==> config.mk <==
export PLATFORM = sky130hd
export DESIGN_NAME = sdiv_seq
export DESIGN_NICKNAME = d
export VERILOG_FILES = /design/src/rtl/sdiv_pkg.sv /design/src/rtl/sdiv_step.sv /design/src/rtl/sdiv_seq.sv
export SDC_FILE = /design/constraint.sdc
export NUM_CORES = 1
export LEC_CHECK = 0
export BUFFER_PORTS_ARGS = -buffer_cell sky130_fd_sc_hd__buf_2
export CAP_MARGIN = 10
export CORE_MARGIN = 2
export CORE_UTILIZATION = 60
export DETAILED_ROUTE_END_ITERATION = 16
export GPL_ROUTABILITY_DRIVEN = 0
export PLACE_DENSITY = 0.92
export SYNTH_ARGS = -nofsm -noshare
export SYNTH_HDL_FRONTEND = slang
export SYNTH_SLANG_ARGS = --single-unit
==> constraint.sdc <==
create_clock -name CLK -period 12.66 [get_ports CLK]
set_input_delay 1.266 -clock CLK [delete_from_list [all_inputs] [get_ports CLK]]
set_output_delay 1.266 -clock CLK [all_outputs]
set_load 0.05 [all_outputs]
==> src/rtl/sdiv_pkg.sv <==
// sdiv_pkg: shared types and constants for the sequential signed divider.
//   state_t    - divider FSM states (IDLE, LOAD, CALC, FIX)
//   N_W_DEF    - default dividend/quotient width
//   D_W_DEF    - default divisor/remainder width
//   cnt_w()    - iteration counter width for a given dividend width
package sdiv_pkg;

    localparam int N_W_DEF   = 32;
    localparam int D_W_DEF   = 16;

    // Counter must be able to hold the value N_W.
    function automatic int cnt_w(input int n);
        return $clog2(n + 1);
    endfunction

    localparam int CNT_W_DEF = $clog2(N_W_DEF + 1);

    typedef enum logic [1:0] {
        IDLE = 2'd0,
        LOAD = 2'd1,
        CALC = 2'd2,
        FIX  = 2'd3
    } state_t;

endpackage

==> src/rtl/sdiv_step.sv <==
// sdiv_step: one combinational restoring-division step on magnitudes.
//   rem     [D_W-1:0] in  : current partial remainder (always < babs)
//   dbit              in  : next dividend bit, MSB first
//   babs    [D_W-1:0] in  : divisor magnitude
//   rem_nxt [D_W-1:0] out : partial remainder after this step
//   qbit              out : quotient bit produced by this step
module sdiv_step #(
    parameter int D_W = 16
) (
    input  logic [D_W-1:0] rem,
    input  logic           dbit,
    input  logic [D_W-1:0] babs,
    output logic [D_W-1:0] rem_nxt,
    output logic           qbit
);

    logic [D_W:0] part;
    logic [D_W:0] diff;

    always_comb begin
        part = {rem, dbit};
        diff = part - {1'b0, babs};
        qbit = (part >= {1'b0, babs});
        // Both branches fit in D_W bits: after subtracting the result is
        // below babs, and when not subtracting part itself is below babs.
        rem_nxt = qbit ? diff[D_W-1:0] : part[D_W-1:0];
    end

endmodule

==> src/rtl/sdiv_seq.sv <==
// sdiv_seq: sequential signed divider, one quotient bit per clock
// (restoring shift/subtract), truncating toward zero like Verilog / and %.
//   CLK, RST          : clock, synchronous active-low reset
//   START, A, B       : launch pulse with signed dividend / divisor,
//                       sampled only while idle
//   BUSY              : high from LOAD through the last CALC cycle
//   VALID             : one-cycle result strobe, N_W+2 cycles after accept
//   Q, R, DIV0, OVF   : registered results, held until the next VALID
// Build option: define SDIV_REM_EN to build the signed remainder output;
// without it R is tied to 0 and everything else is unchanged.
module sdiv_seq
    import sdiv_pkg::*;
#(
    parameter int N_W = N_W_DEF,
    parameter int D_W = D_W_DEF
) (
    input  logic           CLK,
    input  logic           RST,
    input  logic           START,
    input  logic [N_W-1:0] A,
    input  logic [D_W-1:0] B,
    output logic           BUSY,
    output logic           VALID,
    output logic [N_W-1:0] Q,
    output logic [D_W-1:0] R,
    output logic           DIV0,
    output logic           OVF
);

    localparam int             CW    = cnt_w(N_W);
    localparam logic [N_W-1:0] A_MIN = {1'b1, {(N_W-1){1'b0}}};

    state_t         st;
    logic [N_W-1:0] a_l;      // operands latched at accept
    logic [D_W-1:0] b_l;
    logic [N_W-1:0] dq;       // dividend bits shift out, quotient bits shift in
    logic [D_W-1:0] rem;
    logic [D_W-1:0] babs;
    logic           qneg;
    logic           div0_l;
    logic           ovf_l;
    logic [CW-1:0]  cnt;

    logic [N_W-1:0] a_mag;
    logic [D_W-1:0] b_mag;
    logic [D_W-1:0] rem_nxt;
    logic           qbit;
    logic [N_W-1:0] uq;
    logic [N_W-1:0] q_fix;

    // -A_MIN wraps to A_MIN, which read as unsigned is the right magnitude.
    assign a_mag = a_l[N_W-1] ? -a_l : a_l;
    assign b_mag = b_l[D_W-1] ? -b_l : b_l;

    sdiv_step #(.D_W(D_W)) u_step (
        .rem     (rem),
        .dbit    (dq[N_W-1]),
        .babs    (babs),
        .rem_nxt (rem_nxt),
        .qbit    (qbit)
    );

    // Final values are formed from the last step directly, so results land
    // on the same edge that raises VALID.
    assign uq    = {dq[N_W-2:0], qbit};
    assign q_fix = div0_l ? '1 : (qneg ? -uq : uq);

`ifdef SDIV_REM_EN
    logic           rneg;     // remainder follows the dividend's sign
    logic [D_W-1:0] r_fix;
    assign r_fix = div0_l ? '0 : (rneg ? -rem_nxt : rem_nxt);
`else
    assign R = '0;
`endif

    always_ff @(posedge CLK) begin
        if (!RST) begin
            st     <= IDLE;
            a_l    <= '0;
            b_l    <= '0;
            dq     <= '0;
            rem    <= '0;
            babs   <= '0;
            qneg   <= 1'b0;
            div0_l <= 1'b0;
            ovf_l  <= 1'b0;
            cnt    <= '0;
            BUSY   <= 1'b0;
            VALID  <= 1'b0;
            Q      <= '0;
            DIV0   <= 1'b0;
            OVF    <= 1'b0;
`ifdef SDIV_REM_EN
            rneg   <= 1'b0;
            R      <= '0;
`endif
        end else begin
            VALID <= 1'b0;
            case (st)
                IDLE: begin
                    if (START) begin
                        a_l  <= A;
                        b_l  <= B;
                        BUSY <= 1'b1;
                        st   <= LOAD;
                    end
                end
                LOAD: begin
                    dq     <= a_mag;
                    babs   <= b_mag;
                    rem    <= '0;
                    qneg   <= a_l[N_W-1] ^ b_l[D_W-1];
                    div0_l <= (b_l == '0);
                    ovf_l  <= (a_l == A_MIN) && (b_l == '1);
                    cnt    <= '0;
`ifdef SDIV_REM_EN
                    rneg   <= a_l[N_W-1];
`endif
                    st     <= CALC;
                end
                CALC: begin
                    dq  <= uq;
                    rem <= rem_nxt;
                    cnt <= cnt + 1'b1;
                    if (cnt == CW'(N_W-1)) begin
                        Q     <= q_fix;
                        DIV0  <= div0_l;
                        OVF   <= ovf_l;
`ifdef SDIV_REM_EN
                        R     <= r_fix;
`endif
                        VALID <= 1'b1;
                        BUSY  <= 1'b0;
                        st    <= FIX;
                    end
                end
                FIX:     st <= IDLE;
                default: st <= IDLE;
            endcase
        end
    end

endmodule

## Yosys cells after proc, flatten, opt, wreduce, memory -nomap -nowiden

Index checks and enable logic that the tools add are counted.

- Register bits: 159
- Output and inout port bits: 52
- Logic and storage cells: 55

- $add $sub $neg: 5
- $lt $le $gt $ge: 1
- Equal/unequal tests: 8
- Mux-type cells: 15
- Bitwise operators: 1
- Reduce and logical (&&, ||, !) cells: 10

Operators by type and width:

| cell | number |
|---|---|
| 2-to-1 mux 32 bit | 3 |
| negation 32 bit | 2 |
| case mux 32 bit (2 select lines) | 1 |
| == test 32 bit, second input constant | 1 |
| 2-to-1 mux 16 bit | 2 |
| case mux 16 bit (2 select lines) | 1 |
| >= comparator 17 x 16 -> 1 bit | 1 |
| == test 16 bit, second input constant | 1 |
| zero test 16 bit | 1 |
| negation 16 bit | 1 |
| subtractor 16 bit | 1 |
| case mux 6 bit (2 select lines) | 1 |
| case mux 2 bit (4 select lines) | 1 |
| AND reduction 2 bit | 4 |
| adder 6 x 1 -> 6 bit, second input constant | 1 |
| == test 6 x 5 -> 1 bit, second input constant | 1 |
| == test 2 bit, second input constant | 2 |
| 2-to-1 mux 2 bit | 2 |
| != test 2 bit, second input constant | 2 |
| nonzero test 2 bit | 2 |
| 2-to-1 mux 1 bit | 3 |
| AND reduction 3 bit | 1 |
| == test 2 x 1 -> 1 bit, second input constant | 1 |
| zero test 2 bit | 1 |
| 3 further kinds | 3 |

## Depth between registers and ports, before layout

Gate-level depths: netlist of run 1.

- Depth after elaboration: 4
- Mapped depth: 17
- Mapped depth without buffers: 15

## Cells and area by module

Synthesis of run 1 repeated with hierarchy kept, for this count alone.

- Cell total of the unflattened synthesis: 1,126
- Area, all modules: 9,093.7 sq um

Modules (own cells, without submodules):

| module | times used | cells each | area an instance (sq um) | sequential area each (sq um) |
|---|---|---|---|---|
| sdiv_seq | 1 | 970 | 7,928.9 | 3,183.1 |
| sdiv_step | 1 | 156 | 1,164.9 | 0.0 |

## Least setup slack after synthesis of run 1

No wires, ideal clock.

- Path type: register to register
- From: reg babs[5]
- To: reg Q[22]
- Setup time: 0.132 ns
- Arrival time: 3.829 ns
- Data required time: 12.528 ns
- Slack: 8.699 ns
- Cell stages (with the launch flop): 17
- Clock period less this slack: 3.961 ns
- Cells stage by stage: dfxtp_1 > inv_1 > ha_1 > and3_1 > and2_1 > and4_1 > a311o_1 > nor2_1 > clkbuf_1 > ha_1 > nand2b_1 > or4_4 > or2_1 > buf_6 > o41a_1 > xnor2_1 > a31oi_1

- Word-level cells in the longest chain between the ends: 4

RTL lines:

| element | RTL line | RTL |
|---|---|---|
| start, declared | sdiv_seq.sv:38 | `logic [D_W-1:0] babs;` |
| start signal, assigned | sdiv_seq.sv:110 | `babs <= b_mag;` |
| >= comparator 17 x 16 -> 1 bit | sdiv_step.sv:23 | `qbit = (part >= {1'b0, babs});` |
| negation 32 bit | sdiv_seq.sv:66 | `assign q_fix = div0_l ? '1 : (qneg ? -uq : uq);` |
| 2-to-1 mux 32 bit (2 in a row) | sdiv_seq.sv:66 |  |
| end signal, assigned | sdiv_seq.sv:126 | `Q <= q_fix;` |
| end, declared | sdiv_seq.sv:24 | `output logic [N_W-1:0] Q,` |

No other way between the ends.
A chain may end at the register's enable or synchronous reset.

## Final worst setup path of run 1

Same ends and word-level chain as after synthesis.

==> results of run 1 <==
[metal layers]
layer / track usage, % / up-vias / wire, um
li1: - / 3947 / -
met1: 39.5 / 3732 / 9790
met2: 43.5 / 405 / 10000
met3: 6.33 / 49 / 1960
met4: 10.1 / 0 / 462
met5: 0 / - / 0
[worst max-delay path by stage]
stage,startpoint,to,slack (ps),cells past startpoint
4_1_cts,babs[5],Q[22],8880,14
6_report,babs[5],Q[22],8870,14
2_1_floorplan,babs[5],Q[22],8700,16
3_3_place_gp,babs[5],Q[22],9040,14
5_1_grt,babs[5],Q[22],8670,14
3_5_place_dp,babs[5],Q[22],8920,14
[power breakdown]
| part | internal [mW] | total [mW] | switching [mW] | leakage [nW] |
|---|---|---|---|---|
| Combinational | 0.462 | 1.26 | 0.795 | 2.28 |
| Sequential | 0.585 | 0.713 | 0.128 | 1.29 |
| Clock | 0.344 | 0.546 | 0.203 | 0.309 |
[layout make-up]
class	instances	area, um2
clock buffers	21	470
multi-input cells	847	5130
repair buffers	96	509
flip-flops and latches	159	3180
well taps	184	230
inverters	35	131
fillers	1093	4600
clock inverters	10	160
[registers in the layout (all words and copies together), names as in the netlist, 2 cells and up]
signal / cells
Q: 32
a_l: 32
dq: 32
b_l: 16
babs: 16
rem: 16
cnt: 6
st: 2
[kinds of logic after synthesis]
group                    count (synthesis)  synth area share, %
adder cells (fa/ha/maj)                 25                 3.65
AND/OR/NAND/NOR                        383                 20.3
other                                    1               0.0427
XOR/XNOR                                78                 7.77
multiplexers                            22                 2.51
buffers and inverters                  123                 6.04
flip-flops                             159                 36.2
AO/OA/AOI/OAI                          323                 23.4
[tightest hold or removal path, cell delays in order, from the launching register on]
cell      delay [ps]
dfxtp_1          310
nand2_1           50
a21boi_0          60
[cells in the final DEF (no fill, tap or decap), drive strengths merged, types with 9 or more instances in the layout]
cell type,n
xnor2,21
ha,24
o31ai,21
o211ai,10
xor2,57
conb,16
nor2b,9
inv,33
clkbuf,21
a21boi,52
a21oi,62
nand2,184
dfxtp,159
nor4,9
a211oi,13
nand3,20
a31oi,16
buf,96
nor3,13
nor2,79
mux2i,22
o21ai,105
and3,10
and2,10
[per-stage QoR]
step | area [um2] | hold slack, ps | total power, mW | setup slack (ps) | instances
detailed placement | 9180 | 458 | 1.91 | 8920 | 1320
CTS | 9810 | 466 | 2.48 | 8880 | 1351
global placement | 9180 | 450 | 1.86 | 9040 | 1320
finish | 9820 | 465 | 2.52 | 8870 | 1352
floorplan | 8840 | 441 | 1.67 | 8700 | 1129
global route | 9820 | 488 | 2.67 | 8670 | 1352
==> qor.txt, run 1 <==
Yosys top cell area share = 36.2%
CP max stage cell = or4_4
final core utilization = 68.1%
most numerous cell on the critical path = ha_1
reg2reg setup slack = 8870 ps
final setup fails = 0
final hold violations = 0
Worst path max stage delay = 500 ps
most common cell in the netlist = nand2_1
Worst Tran Pin Value = 1130 ps
crit-path max FO = 6
Initial DRC Count = 879
number of distinct library cells after synthesis = 66
Avg Vias per Cell = 6.02
fmax = 0.264 GHz
R2R Path End = Q[22]
Final Skew = 7.81 ps
EDFF count, synth = 0
global-route usage over all layers = 28.3%
Synth Instances = 1114
setup TNS = 0 ps
ys flop type = dfxtp_1
DR vias = 8133
Root Driver = clkbuf_16
ranking of synthesized cells by area = dfxtp_1, nand2_1, o21ai_0, xor2_1, a21boi_0
die area = 15600 um2
Die Y = 125 um
top post-synthesis cells by count = nand2_1, dfxtp_1, o21ai_0, nor2_1, clkbuf_1
antenna viol nets, final = 0
Initial Util = 60.9%
cts bufs inserted = 17
clock latency on the worst-skew pair = 430 ps
pin count of the biggest net entering global routing = 111
critical path class = flop to flop
Avg Cell Area, Syn = 7.89 um2
antenna violations before repair = 0
vias in the first global route = 7505
reg2reg path depth = 14
hold path depth = 2
maxcap violations = 0
Peak supply drop = 129 uV
endpoint class of the critical path = flop
first-pass GRT wire length = 36800 um
num ports = 103
CORE AREA = 14400 um2
hold_sp = OVF
FFs w/ async S/R, synth = 0%
R2R Path Start = babs[5]
drt drc = 0
crit-path cells = inv_1 > ha_1 > and3_1 > and2_1 > and4_1 > a311o_1 > nor2_2 > ha_1 > nand2b_1 > or4_4 > or2_1 > o41a_1 > xnor2_1 > a31oi_1
antenna cells = 0
crit path DAT = 4090 ps
nets = 1232
hold crit path type = flop to flop
Slew Limit Fails = 0
Required @ worst endpoint = 12970 ps
Startpoint Class = flop
Area Overhead vs Synth = 11.7%
layout cells sized above 1 = 12.8%
input/output buffers = 86
Yosys warnings = 0
Top delay family on crit path = simple AND/OR/NAND/NOR gates
post-layout minimum cycle time = 3790 ps
sequential fraction of the synthesis area = 36.2%
Worst Hold Path EP = OVF
leakage power = 3.89 nW
CTS tree = yes
chip width = 125 um
Rel. slew slack = 24.8%
CTS clk-pin slew, worst paths = 60 ps
fin crit share = 29.9%
area leader, netlist = dfxtp_1
gr ovfl total = 0
clk sink count = 159
CTS Buffer Depth = 2
WP buf/inv = 1
FF+latch count, synth = 159
Routed wire per std cell = 16.5 um
status = finished clean
Detail Placement HPWL = 14800 um
Routed WL = 22200 um
cell area after synthesis = 8790 um2
DRT Pass-1 Iters = 8
htree depth = 4
row count = 44
Hold Buf Count CTS = 0
postcts setup bufs = 0
Pwr per Cell Area = 256 nW/um2
RSZ-0062 raised after global routing = no
post-cts resize count = 0
(Power assumes the default switching activity.)
==> inputs of run 2 (changes only) <==
--- a/config.mk
+++ b/config.mk
@@ -8,10 +8,10 @@
 export BUFFER_PORTS_ARGS = -buffer_cell sky130_fd_sc_hd__buf_2
 export CAP_MARGIN = 10
 export CORE_MARGIN = 2
-export CORE_UTILIZATION = 60
+export CORE_UTILIZATION = 59
 export DETAILED_ROUTE_END_ITERATION = 16
 export GPL_ROUTABILITY_DRIVEN = 0
-export PLACE_DENSITY = 0.92
+export PLACE_DENSITY = 0.91
 export SYNTH_ARGS = -nofsm -noshare
 export SYNTH_HDL_FRONTEND = slang
 export SYNTH_SLANG_ARGS = --single-unit
==> constraint.sdc (replaced) <==
create_clock -name CLK -period 3.6 [get_ports CLK]
set_input_delay 0.36 -clock CLK [delete_from_list [all_inputs] [get_ports CLK]]
set_output_delay 0.36 -clock CLK [all_outputs]
set_load 0.05 [all_outputs]
==> qor.txt, run 2 (synthesis results as in run 1) <==
most frequent cells in the layout = nand2_1, dfxtp_1, o21ai_0, buf_2, nor2_1
Peak supply drop = 647 uV
critical path class = flop to flop
fmax = 0.288 GHz
commonest non-fill, non-tap cell in the layout = nand2_1
Avg Vias per Cell = 6.10
R2R Path End = Q[22]
biggest regs = Q (32), a_l (32), dq (32)
global-route usage over all layers = 28.0%
num ports = 103
Psw = 4.08 mW
chip width = 126 um
Top delay family on crit path = simple AND/OR/NAND/NOR gates
dpl cells = 1327
Detail Placement HPWL = 15100 um
status = finished clean
hold path depth = 3
final setup fails = 0
hold_sp = A[1]
gr ovfl total = 0
nets = 1239
drt drc = 0
hold crit path type = primary input to flop
Area Overhead vs Synth = 13.0%
Initial DRC Count = 877
Power Internal = 4.96 mW
antenna violations before repair = 0
cts bufs inserted = 17
first-pass GRT wire length = 36900 um
placed cell areas = 9280 um2
DRT Pass-1 Iters = 6
Final Skew = 9.20 ps
logic gate share of total power = 51.8%
pin count of the biggest net entering global routing = 72
die area = 15900 um2
crit-path max FO = 6
most numerous cell on the critical path = ha_4
input/output buffers = 86
leakage power = 3.91 nW
Worst path max stage delay = 510 ps
crit-path cells = inv_1 > ha_4 > and3_1 > and2_4 > and4_1 > a311o_1 > nor2_4 > ha_4 > nand2b_1 > or4_4 > or2_4 > o41a_1 > xnor2_1 > a31oi_1
final hold violations = 0
vias in the first global route = 7572
clock network power share = 20.6%
CTS Buffer Depth = 2
reg2reg setup slack = 130 ps
antenna viol nets, final = 0
htree depth = 4
antenna cells = 0
clock latency on the worst-skew pair = 440 ps
Routed wire per std cell = 16.6 um
Worst Tran Pin Value = 1260 ps
Worst Hold Path EP = a_l[1]
DR vias = 8296
Required @ worst endpoint = 3900 ps
Routed WL = 22600 um
# fillers = 1127
fin crit share = 96.4%
maxcap violations = 0
Design Area, Final = 9930 um2
CP max stage cell = or4_4
post-layout minimum cycle time = 3470 ps
Root Driver = clkbuf_16
switching power share of the total = 45.2%
Layout Cells excl Fill = 1360
Hold Buf Count CTS = 0
CTS clk-pin slew, worst paths = 60 ps
Startpoint Class = flop
Rel. slew slack = 15.7%
Die Y = 126 um
Slew Limit Fails = 0
row count = 44
WP buf/inv = 1
setup TNS = 0 ps
layout cells sized above 1 = 14.5%
Reg power frac = 27.6%
endpoint class of the critical path = flop
CORE AREA = 14500 um2
clk sink count = 159
Initial Util = 60.5%
crit path DAT = 3770 ps
R2R Path Start = babs[5]
Pwr per Cell Area = 910 nW/um2
CTS tree = yes
reg2reg path depth = 14
==> run 2: cell count changes in the layout (fill, tap and decap cells not counted), sizes merged <==
cell	change
inv	+1
clkinvlp	+2
buf	+7
clkbuf	-1
bufinv	-1
==> run 2: per-layer routing <==
layer | track usage (%) | wire length [um] | share of wire (%) | vias to the layer above
li1 | - | - | - | 3964
met1 | 39.0 | 9810 | 43 | 3817
met2 | 42.5 | 10000 | 44 | 448
met3 | 5.86 | 2050 | 9.1 | 67
met4 | 11.5 | 667 | 3.0 | 0
met5 | 0 | 0 | 0 | -
==> run 2: timing repair <==
| item | CTS | global route |
|---|---|---|
| setup endpoints to repair | 0 | 6 |
| setup buffers | 0 | 1 |
| gates resized for setup | 0 | 9 |
==> run 2: worst max path at each step <==
stage / slack (ps) / endpoint / from / depth (start not counted)
after floorplan: 6 / Q[22] / babs[1] / 16
after global placement: 150 / Q[22] / babs[7] / 14
after detailed placement: 60 / Q[22] / babs[7] / 14
after CTS: 8 / Q[22] / babs[7] / 14
after global routing: -3 / Q[22] / babs[5] / 14
final: 130 / Q[22] / babs[5] / 14
==> run 2: cell type report <==
class / instances / area (um2) / share of cell area [%]
multi-input cells: 847 / 5220 / 52.6
flip-flops and latches: 159 / 3190 / 32.1
clock inverters: 12 / 161 / 1.62
well taps: 184 / 230 / 2.32
clock buffers: 20 / 447 / 4.50
repair buffers: 103 / 558 / 5.62
inverters: 35 / 131 / 1.32
==> run 2: worst reg2reg max path, cell delays in order, from the launching register on <==
cell and delay, ps:
dfxtp_1 330, inv_1 60, ha_4 230, and3_1 200, and2_4 170, and4_1 200, a311o_1 410, nor2_4 150
ha_4 140, nand2b_1 70, or4_4 510, or2_4 300, o41a_1 330, xnor2_1 140, a31oi_1 100
==> run 2: power groups by stage <==
stage | Clock (mW) | Combinational (mW) | Sequential (mW)
2_1_floorplan | 0 | 3.64 | 2.34
3_3_place_gp | 0 | 4.24 | 2.48
3_5_place_dp | 0 | 4.36 | 2.50
4_1_cts | 1.86 | 4.48 | 2.47
5_1_grt | 1.94 | 5.10 | 2.53
6_report | 1.87 | 4.68 | 2.49
==> run 2: per-stage QoR <==
stage	hold slack, ps	util [%]	setup slack (ps)	total power [mW]
after global placement	459	63.8	152	6.72
after CTS	173	68.0	7.50	8.81
after detailed placement	478	63.8	64.1	6.86
after floorplan	441	-	5.84	5.98
after global routing	170	68.3	-3.11	9.56
final	169	68.3	129	9.04
==> inputs of run 3 (changes only) <==
--- a/config.mk
+++ b/config.mk
@@ -9,6 +9,7 @@
 export CAP_MARGIN = 10
 export CORE_MARGIN = 2
 export CORE_UTILIZATION = 59
+export CTS_BUF_LIST = sky130_fd_sc_hd__clkbuf_4 sky130_fd_sc_hd__clkbuf_8 sky130_fd_sc_hd__clkbuf_16
 export DETAILED_ROUTE_END_ITERATION = 16
 export GPL_ROUTABILITY_DRIVEN = 0
 export PLACE_DENSITY = 0.91
==> qor.txt, run 3 (synthesis results as in run 1) <==
most frequent cells in the layout = nand2_1, dfxtp_1, o21ai_0, buf_2, nor2_1
final hold violations = 0
Area Overhead vs Synth = 13.1%
setup TNS = 0 ps
commonest non-fill, non-tap cell in the layout = nand2_1
Worst Tran Pin Value = 1260 ps
Layout Cells excl Fill = 1360
CTS Buffer Depth = 2
clock latency on the worst-skew pair = 440 ps
Pwr per Cell Area = 911 nW/um2
leakage power = 3.92 nW
DRT Pass-1 Iters = 6
gr ovfl total = 0
reg2reg setup slack = 120 ps
CTS clk-pin slew, worst paths = 60 ps
antenna cells = 0
antenna violations before repair = 0
Seq. cell area = 3190 um2
Routed wire per std cell = 16.6 um
Initial DRC Count = 893
htree depth = 4
fin crit share = 96.7%
Final Skew = 10.1 ps
Startpoint Class = flop
critical path class = flop to flop
CORE AREA = 14500 um2
Peak supply drop = 648 uV
R2R Path End = Q[22]
cts bufs inserted = 17
crit path DAT = 3780 ps
Setup WS post-layout = 120 ps
pin count of the biggest net entering global routing = 72
Slew Limit Fails = 0
hold path depth = 3
CTS tree = yes
reg2reg path depth = 14
Avg Vias per Cell = 6.09
endpoint class of the critical path = flop
global-route usage over all layers = 28.0%
status = finished clean
DR vias = 8276
dpl ws = 64.1 ps
clk sink count = 159
input/output buffers = 86
Routed WL = 22500 um
drt drc = 0
hold crit path type = primary input to flop
# fillers = 1124
Detail Placement HPWL = 15100 um
Multi-input gate area = 5220 um2
biggest regs = Q (32), a_l (32), dq (32)
antenna viol nets, final = 0
layout cells sized above 1 = 14.6%
num ports = 103
Design Area, Final = 9940 um2
die area = 15900 um2
crit-path max FO = 6
WHS = 168 ps
maxcap violations = 0
Hold Buf Count CTS = 0
placed cell areas = 9280 um2
vias in the first global route = 7573
R2R Path Start = babs[5]
fmax = 0.287 GHz
nets = 1239
Rel. slew slack = 15.7%
Initial Util = 60.5%
row count = 44
final setup fails = 0
Die Y = 126 um
hold_sp = A[1]
first-pass GRT wire length = 36900 um
dpl cells = 1327
post-layout minimum cycle time = 3480 ps
Worst Hold Path EP = a_l[1]
final core utilization = 68.4%
Root Driver = clkbuf_16
Required @ worst endpoint = 3900 ps
chip width = 126 um
Tot Pwr = 9.06 mW
==> run 3: worst max-delay path by stage <==
stage / start / end / cells after the start
floorplan: babs[1] / Q[22] / 16
global placement: babs[7] / Q[22] / 14
detailed placement: babs[7] / Q[22] / 14
CTS: babs[7] / Q[22] / 14
global route: babs[5] / Q[22] / 14
finish: babs[5] / Q[22] / 14
==> run 3: where the power goes <==
group | switching, mW | total (mW) | internal, mW
combinational | 2.90 | 4.69 | 1.79
sequential | 0.433 | 2.49 | 2.06
clock | 0.753 | 1.88 | 1.13
total | 4.08 | 9.06 | 4.97
==> run 3: final cells by class <==
class                      count  share of cell area (%)
multi-input combinational    847                    52.5
timing repair buffer         103                    5.61
tap                          184                    2.32
clock inverter                12                    1.62
inverter                      35                    1.32
sequential                   159                    32.0
clock buffer                  20                    4.57
==> run 3: timing repair <==
action | CTS | global route
setup buffers | 0 | 1
setup endpoints to repair | 0 | 6
resized for setup | 0 | 9
==> run 3: worst max-delay path: stages (launching register included) <==
cell      delay, ps
dfxtp_1         330
inv_1            60
ha_4            230
and3_1          200
and2_4          170
and4_1          200
a311o_1         410
nor2_4          150
ha_4            140
nand2b_1         70
or4_4           510
or2_4           310
o41a_1          330
xnor2_1         140
a31oi_1         100
==> run 3: metal layers <==
| metal | up-vias | wire length, um | GRT usage [%] |
|---|---|---|---|
| met4 | 0 | 639 | 11.5 |
| li1 | 3968 | - | - |
| met3 | 70 | 1980 | 5.86 |
| met2 | 435 | 10000 | 42.5 |
| met5 | - | 0 | 0 |
| met1 | 3803 | 9880 | 39.0 |
